## config.mk

```make
export PLATFORM = sky130hd
export DESIGN_NAME = serial_adder
export DESIGN_NICKNAME = d
export VERILOG_FILES = /design/src/rtl/serial_adder.sv
export SDC_FILE = /design/constraint.sdc
export NUM_CORES = 1
export LEC_CHECK = 0
export BUFFER_PORTS_ARGS = -buffer_cell sky130_fd_sc_hd__buf_2
export CELL_PAD_IN_SITES_DETAIL_PLACEMENT = 0
export CELL_PAD_IN_SITES_GLOBAL_PLACEMENT = 2
export CORE_AREA = 2 2 125 139
export CTS_BUF_LIST = sky130_fd_sc_hd__clkbuf_4 sky130_fd_sc_hd__clkbuf_8
export DETAILED_ROUTE_END_ITERATION = 8
export DIE_AREA = 0 0 127 141
export PLACE_DENSITY_LB_ADDON = 0.05
export SETUP_SLACK_MARGIN = 0.1
export SYNTH_ARGS = -nofsm -noshare
export SYNTH_HDL_FRONTEND = slang
export SYNTH_SLANG_ARGS = --single-unit
```

## constraint.sdc

```tcl
create_clock -name clk -period 3.5 [get_ports clk]
set_input_delay 0.175 -clock clk [delete_from_list [all_inputs] [get_ports clk]]
set_output_delay 0.175 -clock clk [all_outputs]
set_load 0.05 [all_outputs]
```

## src/rtl/serial_adder.sv

```systemverilog
// serial_adder: multi-cycle add/subtract that handles DIGIT bits per clock,
// least-significant digit first, with the carry held in a register between
// digits. Valid/ready handshakes on both the operand and result sides.
module serial_adder #(
  parameter int WIDTH = 32,
  parameter int DIGIT = 8
) (
  input  logic             clk,
  input  logic             rst_n,
  input  logic             in_valid,
  output logic             in_ready,
  input  logic [WIDTH-1:0] a,
  input  logic [WIDTH-1:0] b,
  input  logic             c_in,
  input  logic             sub,
  output logic             out_valid,
  input  logic             out_ready,
  output logic [WIDTH-1:0] sum,
  output logic             c_out,
  output logic             ovf,
  output logic             zero
);

  // Number of RUN cycles and the digit counter that walks through them.
  // The counter keeps at least one bit so N=1 still elaborates cleanly.
  localparam int N  = WIDTH / DIGIT;
  localparam int CW = (N > 1) ? $clog2(N) : 1;
  localparam logic [CW-1:0] LAST = CW'(N - 1);

  typedef enum logic [1:0] {
    IDLE = 2'd0,
    RUN  = 2'd1,
    DONE = 2'd2
  } state_t;

  state_t           state_q, state_d;
  logic [CW-1:0]    cnt_q, cnt_d;
  logic             carry_q, carry_d;
  logic [WIDTH-1:0] a_q, a_d;
  logic [WIDTH-1:0] b_q, b_d;
  logic [WIDTH-1:0] sum_q, sum_d;
  logic             c_out_q, c_out_d;
  logic             ovf_q, ovf_d;
  logic             zero_q, zero_d;

  logic [DIGIT-1:0] a_dig;
  logic [DIGIT-1:0] b_dig;
  logic [DIGIT:0]   dig_res;
  logic             msb_carry_in;

  // One DIGIT-wide adder slice, fed by the digit selected by the counter.
  always_comb begin
    a_dig        = a_q[int'(cnt_q)*DIGIT +: DIGIT];
    b_dig        = b_q[int'(cnt_q)*DIGIT +: DIGIT];
    dig_res      = {1'b0, a_dig} + {1'b0, b_dig} + {{DIGIT{1'b0}}, carry_q};
    // Carry into the top bit of this digit, recovered from its sum bit;
    // only meaningful on the last digit, where it feeds the overflow flag.
    msb_carry_in = a_dig[DIGIT-1] ^ b_dig[DIGIT-1] ^ dig_res[DIGIT-1];
  end

  // Next-state and datapath update for the IDLE -> RUN -> DONE sequence.
  always_comb begin
    state_d = state_q;
    cnt_d   = cnt_q;
    carry_d = carry_q;
    a_d     = a_q;
    b_d     = b_q;
    sum_d   = sum_q;
    c_out_d = c_out_q;
    ovf_d   = ovf_q;
    zero_d  = zero_q;
    case (state_q)
      IDLE: begin
        if (in_valid) begin
          // Subtraction is a + ~b + ~c_in, so invert B and the carry once here.
          a_d     = a;
          b_d     = sub ? ~b : b;
          carry_d = c_in ^ sub;
          cnt_d   = '0;
          state_d = RUN;
        end
      end
      RUN: begin
        sum_d[int'(cnt_q)*DIGIT +: DIGIT] = dig_res[DIGIT-1:0];
        carry_d = dig_res[DIGIT];
        cnt_d   = cnt_q + 1'b1;
        if (cnt_q == LAST) begin
          c_out_d = dig_res[DIGIT];
          ovf_d   = msb_carry_in ^ dig_res[DIGIT];
          zero_d  = (sum_d == '0);
          cnt_d   = '0;
          state_d = DONE;
        end
      end
      DONE: begin
        if (out_ready) begin
          state_d = IDLE;
        end
      end
      default: begin
        state_d = IDLE;
      end
    endcase
  end

  // State and datapath registers; reset aborts any operation in flight.
  always_ff @(posedge clk or negedge rst_n) begin
    if (!rst_n) begin
      state_q <= IDLE;
      cnt_q   <= '0;
      carry_q <= 1'b0;
      a_q     <= '0;
      b_q     <= '0;
      sum_q   <= '0;
      c_out_q <= 1'b0;
      ovf_q   <= 1'b0;
      zero_q  <= 1'b0;
    end else begin
      state_q <= state_d;
      cnt_q   <= cnt_d;
      carry_q <= carry_d;
      a_q     <= a_d;
      b_q     <= b_d;
      sum_q   <= sum_d;
      c_out_q <= c_out_d;
      ovf_q   <= ovf_d;
      zero_q  <= zero_d;
    end
  end

  assign in_ready  = (state_q == IDLE);
  assign out_valid = (state_q == DONE);
  assign sum       = sum_q;
  assign c_out     = c_out_q;
  assign ovf       = ovf_q;
  assign zero      = zero_q;

endmodule
```

* After elaboration in Yosys (flattened, before gate mapping)
Index checks and enable logic that the tools add are counted.
** Word-level totals
- Flip-flop bits (word level) :: 104
- Latch bits :: 0
- Bits in writable memories :: 0
- ROM bits :: 0
- Bits of input ports :: 70
- Output and inout port bits :: 37
- Logic and storage cells :: 46
- Memories kept :: 0
** Operators by class
- Add/subtract/negate cells :: 4
- Multiply operators :: 0
- Divide/modulo/power cells :: 0
- $lt $le $gt $ge :: 0
- Equality and inequality tests :: 6
- Shift operators :: 4
- Mux-type cells :: 11
- Bitwise operators :: 5
- Reductions and logical operators :: 7
** Operators by type and width (number)
- $shiftx 32x6->8 :: 2
- $neg 5->33 :: 1
- $shift 8x33->32 const A :: 1
- $shiftx 8x33->32 :: 1
- $bwmux 32 :: 1
- $logic_not 32->1 :: 1
- $mux 32 :: 1
- $not 32->32 :: 1
- $mux 2 :: 5
- $add 8x8->9 :: 1
- $add 9x1->9 :: 1
- $pmux 2 s3 :: 1
- $reduce_and 2->1 :: 3
- $eq 2x2->1 const B :: 2
- $ne 2x2->1 const B :: 2
- $pmux 2 s2 :: 1
- $xor 1x1->1 :: 4
- $reduce_and 3->1 :: 1
- $add 2x1->2 const B :: 1
- $eq 2x1->1 const B :: 1
- $logic_not 2->1 :: 1
- $ne 2x1->1 const B :: 1
- $pmux 1 s2 :: 1
- $reduce_bool 2->1 :: 1
- $mux 1 :: 1

* Longest topological paths before layout
- Word-level depth :: 6
- Gate-level depth with buffers :: 12
- Depth with buffers taken out :: 10

* Least setup slack after synthesis
No wires, ideal clock.
- Path type :: reg-to-reg
- Start :: register cnt_q[0]
- End :: register zero_q (netlist: zero)
- Library setup time :: 0.067 ns
- Arrival time :: 3.252 ns
- Required time :: 3.433 ns
- Path slack :: 0.181 ns
- Stages on the path, launching flop included :: 13
- Buffers on the path :: 2
- Clock period less this slack :: 3.319 ns
- Path through :: dfrtp_1 > clkbuf_1 > buf_2 > mux4_2 > fa_1 > inv_1 > fa_1 > nand2b_1 > nand2b_1 > a211oi_1 > nor2_1 > o41ai_2 > a32o_2
** Between the ends
- Longest elaborated chain between the ends :: 6
- Elaborated cells between the ends (all ways) :: 11
- Classes of those cells :: 3 x add/sub; 1 x eq/ne; 4 x shift; 1 x mux; 2 x reduce/logical
** Ends and longest elaborated chain
- start, declared :: line 37 : logic [CW-1:0] cnt_q, cnt_d;
- start signal, assigned :: line 120 : cnt_q <= cnt_d;
- $shiftx 32x6->8 (on tied branches) :: line 53, 54
- $add 8x8->9 :: line 55 : dig_res = {1'b0, a_dig} + {1'b0, b_dig} + {{DIGIT{1'b0}}, carry_q};
- $add 9x1->9 :: line 55
- $shiftx 8x33->32 :: line 84 : sum_d[int'(cnt_q)*DIGIT +: DIGIT] = dig_res[DIGIT-1:0];
- $bwmux 32 :: line 84
- $logic_not 32->1 :: line 90 : zero_d = (sum_d == '0);
- end signal, assigned :: line 127 : zero_q <= zero_d;
- end, declared :: line 44 : logic zero_q, zero_d;
Several ways; a longest one is shown, not always the timed one.
A chain may end at the register's enable or synchronous reset.

* Worst setup path after layout
Same ends and word-level chain as after synthesis.

==> impl_metrics.csv <==
group,metric,value,unit
run_status,status,"finished, final reports clean",
setup_path,crit_path_end_kind,"flip-flop",
yosys,async_flop_share,1.00,
floorplanning,fp-row-count,50,
power_and_ir_drop,p_per_area,1100,mW/mm^2
floorplanning,fp.dieH,141,um
flow_run,cap_viol_max_count,0,
final_layout,nNetsFinal,734,
grt,gr-total-overflow,0,
yosys,postSynthAreaPerCell,10.3,sq um
final_layout,drive_gt1_frac,0.261,
yosys,yosys-top-cells-area,"dfrtp_1 (50%), nand2_1 (11%), mux4_2 (6.9%), xnor2_1 (6.0%), a22o_1 (4.0%)",
final_layout,area_growth,25.7,%
setup_path,cp_num_buf_inv,1,
setup_path,cpPeakStageDelay,0.55,ns
drt,ant_nets,0,
place,dpl.hpwl,10900,um
place,portBuffers,106,
setup_path,cp_slowest_cell,"mux4_2",
timing,fin_crit,3.10,ns
yosys,synth-seq-area-share,0.499,
yosys,ys_ff_latch,104,
clock_tree,clock-root-buffer,"clkbuf_8",
grt,antenna_found_initial,0,
grt,track_usage,0.170,
clock_tree,insertion_delay,0.39,ns
yosys,synth_edf_count,0,
grt,grt_start_max_net_pins,67,
timing,max_slew_margin,0.390,
yosys,synth_flop_cell,"dfrtp_1",
clock_tree,post_cts_buffers,0,
timing,fin_setup_tns,0,ns
floorplanning,io_pins,107,
timing,slew_viol_final,0,
setup_path,critPathArrivalTime,3.44,ns
drt,post_drt_via_cell_ratio,4.86,
yosys,syn_nets,594,
clock_tree,cts_tree,"built",
setup_path,cp_max_fo,6,
final_layout,fill_cells,1721,
final_layout,mostFrequentLayoutCells,"nand2_1 (145), buf_2 (105), dfrtp_1 (103), o21ai_0 (40), xnor2_1 (36)",
floorplanning,core,0.0166,sq mm
floorplanning,dieArea,0.0179,sq mm
drt,wl_per_cell,17.0,um
drt,wl,14700,um
clock_tree,htreeDepth,3,
timing,grt_setup_unrepaired,"false",
yosys,synth_top_area_cell,"dfrtp_1",
grt,grt_pass1_vias,4156,
final_layout,mostFrequentLayoutCell,"nand2_1",
drt,drt_iter0_markers,181,
yosys,ys_types,48,
setup_path,start_kind,"flip-flop",
yosys,syn_area,0.00522,sq mm
clock_tree,numClockSinks,104,
drt,dr.pass1.iters,4,
setup_path,path_cells,"mux4_2, fa_1, inv_1, fa_1, nand2b_1, nand2b_1, a211oi_1, nor2_1, o41ai_2, a32o_2",
timing,finalHoldViolCount,0,
timing,fmax,322,MHz
timing,finalSetupViolCount,0,
final_layout,antenna_cells,0,
yosys,synth_top_cell_area_share,0.499,
power_and_ir_drop,peakVddDrop,0.000559,V
setup_path,crit_type,"flip-flop to flip-flop",
clock_tree,cts_buffers,9,
power_and_ir_drop,p_leak,3.19,nW
yosys,synth_warnings,0,
clock_tree,cts_buffer_depth,2,
drt,drc,0,
drt,vias,4190,
clock_tree,clk_pin_slew_worst_paths,0.10,ns
yosys,synthCells,509,
setup_path,critPathRequiredTime,3.83,ns
setup_path,critical_path.top_delay_family,"compound AO/OA/AOI/OAI gates",
timing,worstMarginPinSlew,0.915,ns
floorplanning,die-width,127,um
min_path,worstHoldPathType,"primary input to flip-flop",
final_layout,fin_util,0.394,
floorplanning,initial_utilization,0.314,
grt,grt_pass1_wl,23200,um
place,gp_congestion,0.799,
timing,skew,0.0134,ns
timing,fin_crit_sh,0.886,
[routing by layer]
layer  global-route usage  share of wire
met3               0.0235          0.034
met1                0.227           0.44
met4               0.0682          0.023
met2                0.280           0.50
met5                    0              0
[through the flow]
step / instance area, sq um / std cells / setup slack (ns) / hold WS [ns] / total power [mW]
3_3_place_gp: 6050 / 813 / 0.359 / 0.354 / 6.55
5_1_grt: 6560 / 862 / 0.129 / 0.00973 / 7.76
4_1_cts: 6560 / 862 / 0.220 / 0.00181 / 7.31
2_1_floorplan: 5220 / 509 / 0.181 / -0.121 / 4.96
3_5_place_dp: 6050 / 813 / 0.253 / 0.359 / 6.53
6_report: 6560 / 862 / 0.398 / 0.00973 / 7.19
[what timing repair did]
item                                   in CTS  in global routing
hold buffers                               33                  0
endpoints found under the hold margin      96                  0
gates resized for setup                     0                  1
setup endpoints to repair                   0                  1
[power breakdown]
part	total (mW)	internal (mW)	switching [mW]	leakage, nW
sequential	2.03	1.67	0.357	1.33
combinational	4.44	1.68	2.76	1.77
clock	0.721	0.285	0.436	0.0831
[cell usage after synthesis (2+ instances only)]
cell / number
buf_2: 7
o21ai_0: 40
a22o_1: 24
nand3_1: 2
ha_1: 13
and2_1: 2
o22ai_1: 2
nand2_1: 146
nor4_1: 4
xnor2_1: 36
clkbuf_1: 19
o31ai_1: 6
dfrtp_1: 104
or4_1: 2
nor3_1: 4
a22o_2: 4
nor4_2: 2
fa_1: 2
xnor2_2: 2
mux4_2: 16
nor2_1: 17
o21ai_1: 3
nand2b_1: 8
a21oi_1: 8
inv_1: 9
nor2b_1: 5
[cell type report]
cell class | instances | area [sq um] | area share
clock buffer | 12 | 146 | 0.0223
inverter | 9 | 33.8 | 0.00515
multi-input combinational | 370 | 2480 | 0.378
sequential | 104 | 2600 | 0.397
timing repair buffer | 155 | 1010 | 0.154
clock inverter | 4 | 31.3 | 0.00477
tap | 208 | 260 | 0.0397
[worst register-to-register path, stage by stage (launching register included)]
cell	delay, ns
dfrtp_2	0.50
mux4_2	0.55
fa_1	0.47
inv_1	0.10
fa_1	0.22
nand2b_1	0.15
nand2b_1	0.09
a211oi_1	0.24
nor2_1	0.16
o41ai_2	0.38
a32o_2	0.21
[flip-flops by register name, summed over array words and instances, names as in the netlist]
signal / cells
a_q: 32
b_q: 32
sum: 32
cnt_q: 2
state_q: 2
c_out: 1
carry_q: 1
ovf: 1
zero: 1
[kinds of logic (layout without fill, tap and decap cells)]
family,count (synthesis),after routing,share of synthesized area
AND/OR/NAND/NOR,198,198,0.161
flip-flops,104,104,0.499
AO/OA/AOI/OAI,101,101,0.135
XOR/XNOR,39,39,0.0683
buffers and inverters,35,180,0.0269
multiplexers,17,17,0.0710
adder cells (fa/ha/maj),15,15,0.0388
[final timing paths]
| kind | endpoint | start | cells past startpoint | slack, ns |
|---|---|---|---|---|
| hold / removal | a_q[6]$_DFFE_PN0P_ | a[6] | 3 | 0.01 |
| setup / recovery | zero$_DFFE_PN0P_ | cnt_q[0]$_DFFE_PN0P_ | 10 | 0.40 |
| min in group asynchronous | a_q[3]$_DFFE_PN0P_ | rst_n | 2 | 0.41 |
| hold reg to reg | a_q[14]$_DFFE_PN0P_ | a_q[14]$_DFFE_PN0P_ | 2 | 0.48 |
| setup reg to reg | zero$_DFFE_PN0P_ | cnt_q[0]$_DFFE_PN0P_ | 10 | 0.40 |
| max in group asynchronous | sum[12]$_DFFE_PN0P_ | rst_n | 3 | 2.25 |
Note: power is estimated with default switching activity, not from simulation.
